File: config.mk
export PLATFORM = sky130hd
export DESIGN_NAME = store_buffer_flat
export DESIGN_NICKNAME = d
export VERILOG_FILES = /design/src/rtl/mips_pkg.sv /design/src/rtl/store_buffer_if.sv /design/src/rtl/sb_match.sv /design/src/rtl/store_buffer.sv /design/src/flat_wrapper.sv
export SDC_FILE = /design/constraint.sdc
export NUM_CORES = 1
export LEC_CHECK = 0
export CELL_PAD_IN_SITES_DETAIL_PLACEMENT = 1
export CELL_PAD_IN_SITES_GLOBAL_PLACEMENT = 2
export CORE_MARGIN = 5
export CORE_UTILIZATION = 36
export DETAILED_ROUTE_END_ITERATION = 7
export DONT_BUFFER_PORTS = 1
export HOLD_SLACK_MARGIN = 0.06
export PLACE_DENSITY = 0.68
export SYNTH_ARGS = -nofsm -noshare
export SYNTH_HDL_FRONTEND = slang
export SYNTH_SLANG_ARGS = --single-unit
File: constraint.sdc
create_clock -name ref_clk -period 3.12 [get_ports ref_clk]
set_input_delay 0.468 -clock ref_clk [delete_from_list [all_inputs] [get_ports ref_clk]]
set_output_delay 0.468 -clock ref_clk [all_outputs]
set_load 0.02 [all_outputs]
File: src/rtl/mips_pkg.sv
// Shared types for the MEM-stage store buffer: entry layout and word/byte-enable widths.
package mips_pkg;

    localparam int unsigned WORD_W = 32;
    localparam int unsigned BE_W   = 4;

    // Addresses are byte addresses but entries match on whole words.
    localparam logic [WORD_W-1:0] WORD_MASK = {{(WORD_W-2){1'b1}}, 2'b00};

    typedef struct packed {
        logic [WORD_W-1:0] addr;
        logic [WORD_W-1:0] data;
        logic [BE_W-1:0]   be;
    } sb_entry_t;

endpackage

File: src/rtl/store_buffer_if.sv
// Store, memory-write and load-lookup signals of the store buffer.
interface store_buffer_if #(
    parameter int unsigned AW = mips_pkg::WORD_W,
    parameter int unsigned DW = mips_pkg::WORD_W
) ();

    logic                      st_valid;
    logic                      st_ready;
    logic [AW-1:0]             st_addr;
    logic [DW-1:0]             st_data;
    logic [mips_pkg::BE_W-1:0] st_be;

    logic                      mem_we;
    logic [AW-1:0]             mem_addr;
    logic [DW-1:0]             mem_data;
    logic [mips_pkg::BE_W-1:0] mem_be;
    logic                      mem_busy;

    logic [AW-1:0]             ld_addr;
    logic                      ld_hit;
    logic [DW-1:0]             ld_data;
    logic                      ld_stall;

    modport master (
        output st_valid, st_addr, st_data, st_be, mem_busy, ld_addr,
        input  st_ready, mem_we, mem_addr, mem_data, mem_be, ld_hit, ld_data, ld_stall
    );

    modport slave (
        input  st_valid, st_addr, st_data, st_be, mem_busy, ld_addr,
        output st_ready, mem_we, mem_addr, mem_data, mem_be, ld_hit, ld_data, ld_stall
    );

endinterface

File: src/rtl/sb_match.sv
// Load-address lookup across buffered stores; reports the youngest valid word match.
module sb_match
    import mips_pkg::*;
#(
    parameter int unsigned DEPTH = 4,
    localparam int unsigned PW = $clog2(DEPTH)
) (
    input  sb_entry_t [DEPTH-1:0] i_entries,
    input  logic [DEPTH-1:0]      i_valid,
    input  logic [PW-1:0]         i_wr_ptr,
    input  logic [WORD_W-1:0]     i_ld_addr,
    output logic                  o_match,
    output logic                  o_full_be,
    output logic [WORD_W-1:0]     o_data
);

    logic [DEPTH-1:0] w_hit;

    always_comb begin
        w_hit = '0;
        for (int unsigned i = 0; i < DEPTH; i++) begin
            w_hit[i] = i_valid[i] &&
                       ((i_entries[i].addr & WORD_MASK) == (i_ld_addr & WORD_MASK));
        end
    end

    // Scan from wr_ptr (oldest slot) towards wr_ptr-1 (youngest); the last hit wins.
    always_comb begin
        o_match   = 1'b0;
        o_full_be = 1'b0;
        o_data    = '0;
        for (int unsigned k = 0; k < DEPTH; k++) begin
            if (w_hit[i_wr_ptr + PW'(k)]) begin
                o_match   = 1'b1;
                o_full_be = (i_entries[i_wr_ptr + PW'(k)].be == '1);
                o_data    = i_entries[i_wr_ptr + PW'(k)].data;
            end
        end
    end

endmodule

File: src/rtl/store_buffer.sv
// In-order store buffer between the MEM-stage register and data memory, with load lookup.
// Define STORE_FWD_EN to forward full-word matches to loads instead of stalling them.
module store_buffer
    import mips_pkg::*;
#(
    parameter int unsigned DEPTH = 4,
    localparam int unsigned PW = $clog2(DEPTH),
    localparam int unsigned CW = PW + 1
) (
    input  logic          ref_clk,
    input  logic          reset_n,
    store_buffer_if.slave bus,
    output logic [CW-1:0] count,
    output logic          empty,
    output logic          full
);

    sb_entry_t [DEPTH-1:0] r_entries;
    logic [PW-1:0]         r_wr_ptr;
    logic [PW-1:0]         r_rd_ptr;
    logic [CW-1:0]         r_count;

    logic                  w_enq;
    logic                  w_deq;
    sb_entry_t             w_head;
    logic [PW-1:0]         w_off [DEPTH];
    logic [DEPTH-1:0]      w_valid;
    logic                  w_match;
    logic                  w_full_be;
    logic [WORD_W-1:0]     w_fwd_data;

    assign count = r_count;
    assign full  = (r_count == CW'(DEPTH));
    assign empty = (r_count == '0);

    // Ready ignores a same-cycle drain so a full buffer never reuses the departing slot.
    assign bus.st_ready = !full;
    assign w_enq        = bus.st_valid && !full;
    assign w_deq        = !empty && !bus.mem_busy;

    assign w_head       = r_entries[r_rd_ptr];
    assign bus.mem_we   = !empty;
    assign bus.mem_addr = empty ? '0 : w_head.addr;
    assign bus.mem_data = empty ? '0 : w_head.data;
    assign bus.mem_be   = empty ? '0 : w_head.be;

    always_ff @(posedge ref_clk or negedge reset_n) begin
        if (!reset_n) begin
            r_wr_ptr <= '0;
            r_rd_ptr <= '0;
            r_count  <= '0;
        end else begin
            if (w_enq) r_wr_ptr <= r_wr_ptr + PW'(1);
            if (w_deq) r_rd_ptr <= r_rd_ptr + PW'(1);
            if (w_enq && !w_deq) begin
                r_count <= r_count + CW'(1);
            end else if (!w_enq && w_deq) begin
                r_count <= r_count - CW'(1);
            end
        end
    end

    always_ff @(posedge ref_clk) begin
        if (w_enq) r_entries[r_wr_ptr] <= {bus.st_addr, bus.st_data, bus.st_be};
    end

    // Slot i is live when its distance from the head is below the occupancy.
    always_comb begin
        w_off   = '{default: '0};
        w_valid = '0;
        for (int unsigned i = 0; i < DEPTH; i++) begin
            w_off[i]   = PW'(i) - r_rd_ptr;
            w_valid[i] = ({1'b0, w_off[i]} < r_count);
        end
    end

    sb_match #(
        .DEPTH (DEPTH)
    ) u_match (
        .i_entries (r_entries),
        .i_valid   (w_valid),
        .i_wr_ptr  (r_wr_ptr),
        .i_ld_addr (bus.ld_addr),
        .o_match   (w_match),
        .o_full_be (w_full_be),
        .o_data    (w_fwd_data)
    );

`ifdef STORE_FWD_EN
    assign bus.ld_hit   = w_match && w_full_be;
    assign bus.ld_data  = (w_match && w_full_be) ? w_fwd_data : '0;
    assign bus.ld_stall = w_match && !w_full_be;
`else
    logic w_unused;
    assign w_unused     = w_full_be ^ (^w_fwd_data);
    assign bus.ld_hit   = 1'b0;
    assign bus.ld_data  = '0;
    assign bus.ld_stall = w_match;
`endif

endmodule
File: src/flat_wrapper.sv
// flat-port wrapper written by rule: the top's interface ports become plain ports
module store_buffer_flat import mips_pkg::*;
#(
    parameter int unsigned DEPTH = 4,
    localparam int unsigned PW = $clog2(DEPTH),
    localparam int unsigned CW = PW + 1
)
  (ref_clk, reset_n, count, empty, full, bus_st_valid, bus_st_addr, bus_st_data, bus_st_be, bus_mem_busy, bus_ld_addr, bus_st_ready, bus_mem_we, bus_mem_addr, bus_mem_data, bus_mem_be, bus_ld_hit, bus_ld_data, bus_ld_stall);
  store_buffer_if bus_i ();
  input  logic ref_clk;
  input  logic reset_n;
  output logic [CW-1:0] count;
  output logic empty;
  output logic full;
  input wire logic [$bits(bus_i.st_valid)-1:0] bus_st_valid;
  input wire logic [$bits(bus_i.st_addr)-1:0] bus_st_addr;
  input wire logic [$bits(bus_i.st_data)-1:0] bus_st_data;
  input wire logic [$bits(bus_i.st_be)-1:0] bus_st_be;
  input wire logic [$bits(bus_i.mem_busy)-1:0] bus_mem_busy;
  input wire logic [$bits(bus_i.ld_addr)-1:0] bus_ld_addr;
  output wire logic [$bits(bus_i.st_ready)-1:0] bus_st_ready;
  output wire logic [$bits(bus_i.mem_we)-1:0] bus_mem_we;
  output wire logic [$bits(bus_i.mem_addr)-1:0] bus_mem_addr;
  output wire logic [$bits(bus_i.mem_data)-1:0] bus_mem_data;
  output wire logic [$bits(bus_i.mem_be)-1:0] bus_mem_be;
  output wire logic [$bits(bus_i.ld_hit)-1:0] bus_ld_hit;
  output wire logic [$bits(bus_i.ld_data)-1:0] bus_ld_data;
  output wire logic [$bits(bus_i.ld_stall)-1:0] bus_ld_stall;
  assign bus_i.st_valid = bus_st_valid;
  assign bus_i.st_addr = bus_st_addr;
  assign bus_i.st_data = bus_st_data;
  assign bus_i.st_be = bus_st_be;
  assign bus_i.mem_busy = bus_mem_busy;
  assign bus_i.ld_addr = bus_ld_addr;
  assign bus_st_ready = bus_i.st_ready;
  assign bus_mem_we = bus_i.mem_we;
  assign bus_mem_addr = bus_i.mem_addr;
  assign bus_mem_data = bus_i.mem_data;
  assign bus_mem_be = bus_i.mem_be;
  assign bus_ld_hit = bus_i.ld_hit;
  assign bus_ld_data = bus_i.ld_data;
  assign bus_ld_stall = bus_i.ld_stall;
  store_buffer #(.DEPTH(DEPTH)) u_core (.ref_clk(ref_clk), .reset_n(reset_n), .bus(bus_i), .count(count), .empty(empty), .full(full));
endmodule
======== Word level (Yosys, flattened, before mapping) ========
Cells that the tools add are included.
Widths: inputs -> output; s select.
cells by class
  add/subtract/negate cells ............... 10
  order comparisons ....................... 10
  equal/unequal tests ..................... 5
  muxes and demuxes ....................... 22
  reduce and logical (&&, ||, !) cells .... 16
operators with widths
  operator             count
  $bwmux 272           1
  $bmux 68 s2          1
  $demux 68 s2         1
  $mux 68              2
  $eq 30x30->1         4
  $mux 32              2
  $lt 2x3->1 const B   5
  $lt 2x3->1           4
  $logic_and 1x1->1    9
  $bmux 1 s2           4
  $mux 1               8
  $mux 3               2
  $logic_not 1->1      5
  $add 2x1->2 const B  2
  $add 2x2->2 const B  2
  $mux 4               1
  $sub 1x2->2 const A  2
  $sub 2x2->2 const A  2
  $add 3x1->3 const B  1
  $eq 3x3->1 const B   1
  $logic_not 3->1      1
  $sub 3x1->3 const B  1
  $ge 2x1->1 const B   1
  $reduce_bool 2->1    1
word-level totals
  bits in registers ....................... 279
  input port bits ......................... 104
  word-level logic and storage cells ...... 78

======== Depth between registers and ports, before layout ========
  word-level depth ........................ 9
  gate-level depth with buffers ........... 12

======== Modules after synthesis ========
From an unflattened synthesis, not the netlist that was laid out.
unflattened totals
  cell total of the unflattened synthesis .. 1251
  area total of the unflattened synthesis .. 16513.3 µm²
modules (own cells, without submodules)
  module        instances  cells an instance  area an instance (µm²)
  store_buffer  1          522                11085.6
  sb_match      1          729                5427.7

======== Least setup slack after synthesis ========
Ideal clock, no wire load.
  kind .................................... flip-flop to flip-flop
  start point ............................. reg u_core.r_count[0] (netlist: u_core.count[0])
  end point ............................... reg u_core.r_entries[0] (netlist bit) (enable)
  setup time .............................. 434 ps
  arrival ................................. 2587 ps
  required time ........................... 2686 ps
  slack ................................... 99 ps
  stages on the path, launching flop included .. 4
  buffers on the path ..................... 0
  period minus slack after synthesis ...... 3021 ps
  cells stage by stage .................... dfrtp_1 -> nor2_1 -> nand2_1 -> and3_1
between the ends
  word-level cells in the longest chain between the ends .. 3
ends and longest elaborated chain
  what                           RTL line            RTL
  start, declared                store_buffer.sv:21  logic [CW-1:0] r_count;
  start signal, assigned         store_buffer.sv:56  r_count <= r_count + CW'(1);
  start signal, assigned         store_buffer.sv:58  r_count <= r_count - CW'(1);
  $eq 3x3->1                     store_buffer.sv:33  assign full = (r_count == CW'(DEPTH));
  $logic_not 1->1                n/a
  via bus_st_ready               flat_wrapper.sv:21  output wire logic [$bits(bus_i.st_ready)-1:0] bus_st_ready;
  $logic_and 1x1->1              store_buffer.sv:38  assign w_enq = bus.st_valid && !full;
  end signal, assigned by index  store_buffer.sv:64  if (w_enq) r_entries[r_wr_ptr] <= {bus.st_addr, bus.st_data, bus.st_be};
  end, declared                  store_buffer.sv:18  sb_entry_t [DEPTH-1:0] r_entries;
The timed path passes the listed nets, and every way through them passes these cells.
A chain may end at the register's enable or synchronous reset.

======== Worst setup path in the final report ========
  start point ............................. reg u_core.r_count[1] (netlist: u_core.count[1])
  end point ............................... out bus_ld_stall
between the ends
  word-level cells in the longest chain between the ends .. 8
ends and longest elaborated chain
  what                          RTL line            RTL
  $lt 2x3->1                    store_buffer.sv:73  w_valid[i] = ({1'b0, w_off[i]} < r_count);
  $logic_and 1x1->1             sb_match.sv:22      w_hit[i] = i_valid[i] &&
  $bmux 1 s2                    sb_match.sv:33      if (w_hit[i_wr_ptr + PW'(k)]) begin
  $mux 1 (not written as such)  sb_match.sv:33
  $mux 1 (3 in a row)           sb_match.sv:33
  $mux 1 *                      sb_match.sv:33
  end, declared                 flat_wrapper.sv:28  output wire logic [$bits(bus_i.ld_stall)-1:0] bus_ld_stall;
Mark *: on every way between the ends. The rest lies on a longest branch, timed or not. The select of a mux whose other input is x is not followed.

==> results.py <==
metrics = {
    "setup_path": {
        "critPathTopFamily": "simple AND/OR/NAND/NOR gates",
        "critPathRequiredTime_ns": 2.65,
        "end_kind": "primary output",
        "crit_type": "reg -> out",
        "path_depth": 7,
        "cp-start-kind": "register",
        "r2r_cells": 8,
        "slowest_delay_ns": 0.42,
        "arrival_ns": 2.53,
        "cp_cell_sequence": "inv_1 -> ha_1 -> inv_1 -> a2111oi_2 -> nand4_1 -> nor4_1 -> or4_4",
        "path_buf_inv": 2,
        "crit_top_cell": "inv_1",
        "slowest_stage": "a2111oi_2",
        "path_max_fanout": 4,
    },
    "drt": {
        "drt-initial-drc-count": 343,
        "ant_nets": 0,
        "dr.pass1.iters": 5,
        "wl_mm": 31.6,
        "num_vias": 6482,
        "drc": 0,
        "avgRoutedWirePerCell_um": 24.1,
        "viasPerCell": 4.94,
    },
    "place": {
        "gp_congestion": 0.777,
        "io_buffers": 0,
        "dpl.hpwl_mm": 20.9,
        "place_area_mm2": 0.0134,
        "pre_cts_ws_ns": 0.270,
        "dpl.cell_count": 1190,
    },
    "min_path": {
        "hold_depth": 2,
        "holdCritPathClass": "in -> reg",
    },
    "timing": {
        "setup_viol": 0,
        "rsz0062_at_grt": "no",
        "timing.final.ws_setup_ns": 0.119,
        "hold_viol_final": 0,
        "worst_pin_slew_ns": 0.819,
        "drv_slew": 0,
        "fmax_mhz": 333,
        "worst_clock_skew_ns": 0.00918,
        "finalSetupTns_ns": 0,
        "maxSlewHeadroom_pct": 45.4,
        "min_period_ns": 3.00,
        "fin_crit_sh_pct": 96.2,
    },
    "floorplan": {
        "ios": 213,
        "die-area_mm2": 0.0381,
        "die_w_um": 195,
        "rows": 67,
        "die_h_um": 195,
        "initial_core_util_pct": 36.6,
        "core-area_mm2": 0.0337,
    },
    "logic_synthesis": {
        "synth_top_flop_cell": "edfxtp_1",
        "synth_cell_types": 31,
        "synthCells": 684,
        "synth_area_leaders": "edfxtp_1 (66%), mux4_2 (12%), xor2_1 (6.9%)",
        "ys_async_sr_fraction_pct": 2.51,
        "synth.most_common_cell": "edfxtp_1",
        "synthesis.area_mm2": 0.0123,
        "yosys_warnings": 0,
        "ys_seq_area_share_pct": 67.6,
        "yosys-top-cells-count": "edfxtp_1 (272), xor2_1 (97), mux4_2 (68), nor2b_1 (68), buf_4 (35)",
        "ys_ff_latch": 279,
        "avgSynthCellArea_um2": 18.0,
        "synth_top_area_share_pct": 66.2,
        "synth_largest_area_cell": "edfxtp_1",
        "synth_edf_count": 272,
    },
    "cts": {
        "cts_buffer_depth": 3,
        "cts_tree": "yes",
        "cts_setup_buffers": 0,
        "cts.sinks": 279,
        "cts_buffers": 30,
        "cts_root_buffer": "clkbuf_16",
        "clk_pin_slew_ns": 0.06,
        "htree_levels": 1,
        "insertion_delay_ns": 0.55,
    },
    "grt": {
        "antenna_found_initial": 3,
        "grt_max_degree": 70,
        "grt-ovfl-total": 0,
        "grt_pass1_wl_mm": 47.6,
        "grt_use_total_pct": 16.2,
        "grt_pass1_vias": 7402,
    },
    "final_layout": {
        "fin_nets": 957,
        "areaGrowthSynthToFinish_pct": 21.1,
        "finalInstanceArea_mm2": 0.0149,
        "drive_above_1_share_pct": 23.6,
        "final_cells": 1312,
        "final_util_pct": 44.3,
    },
    "outcome": {
        "status": "finished, final reports clean",
    },
    "power": {
        "power.leakage_nw": 5.12,
        "max-vdd-ir-drop_mv": 0.606,
        "power.density_mw_per_mm2": 959,
    },
    "run": {
        "maxCapViolCount": 0,
    },
}
## timing repair
item	CTS	global route
setup endpoints to repair	31	1
hold endpoints to repair	279	0
hold buffers	69	0
resized for setup	4	3
gates cloned	0	0
## report_power, final
| part | internal, mW | total, mW | switching, mW |
|---|---|---|---|
| Sequential | 4.97 | 5.30 | 0.332 |
| Combinational | 2.56 | 5.88 | 3.31 |
| Clock | 1.78 | 3.15 | 1.37 |
| Total | 9.31 | 14.3 | 5.02 |
## final timing paths
kind / start / to / slack, ns
max: u_core.count[1]$_DFFE_PN0P_ / bus_ld_stall / 0.12
min: bus_mem_busy / u_core.r_rd_ptr[0]$_DFFE_PN0P_ / 0.15
max reg2reg: u_core.count[1]$_DFFE_PN0P_ / u_core.count[1]$_DFFE_PN0P_ / 0.67
min reg2reg: u_core.r_wr_ptr[1]$_DFFE_PN0P_ / u_core.r_wr_ptr[1]$_DFFE_PN0P_ / 0.65
max in group asynchronous: reset_n / u_core.r_rd_ptr[1]$_DFFE_PN0P_ / 2.56
min in group asynchronous: reset_n / u_core.count[2]$_DFFE_PN0P_ / 0.26
## layer usage
layer	wire, um	part of all wire [%]	GRT usage (%)	vias up
li1	-	-	-	2881
met1	12600	40	19.7	3376
met2	16200	51	29.3	177
met3	2180	6.9	4.53	42
met4	602	1.9	3.08	6
met5	41	0.13	0	-
## final cells by class
cell class,count,area (um2)
fill,3268,18800
sequential,279,8350
tap,448,561
clock inverter,17,72.6
clock buffer,35,791
inverter,12,45.0
multi-input combinational,369,3760
timing repair buffer,151,1360
antenna,1,2.50
## stage by stage
stage	hold slack, ns	power, mW
floorplan	0.172	8.99
detailed placement	0.173	11.2
global placement	0.173	11.1
CTS	0.124	14.6
global route	0.131	15.1
finish	0.153	14.3
## state kept, by name, summed over array words and instances, names as in the netlist
name,flops
u_core.count,3
u_core.r_entries,272
u_core.r_rd_ptr,2
u_core.r_wr_ptr,2
## cell usage in the layout (no fill, tap or decap), types with 2 or more instances in the layout
cell and count:
xnor2_1 29, nor4_1 21, ha_1 9, buf_12 4, clkinv_1 10, nor3_1 2, inv_2 3, mux4_2 68
edfxtp_1 272, dfrtp_1 5, dfrtp_4 2, dlygate4sd3_1 69, a2111oi_2 2, nor2_1 3, a21oi_1 5, clkinv_2 7
nand4_1 10, nand3_1 4, xor2_1 97, conb_1 33, and3_4 4, inv_1 9, nor2b_1 68, nand2_1 4
clkbuf_16 31, buf_4 77, clkbuf_1 4
## cell families after synthesis
kind of cell               after synthesis  synth area share, %
adders and majority gates               10                 1.07
AOI/OAI and AO/OA                       11                0.649
other                                    1               0.0304
DFF                                    279                 67.6
xor gates and xnor gates               127                 9.02
and+or+nand+nor                        119                 5.89
buffers and inverters                   68                 3.21
muxes                                   69                 12.5
No activity file was read; power rests on OpenSTA's default activity.
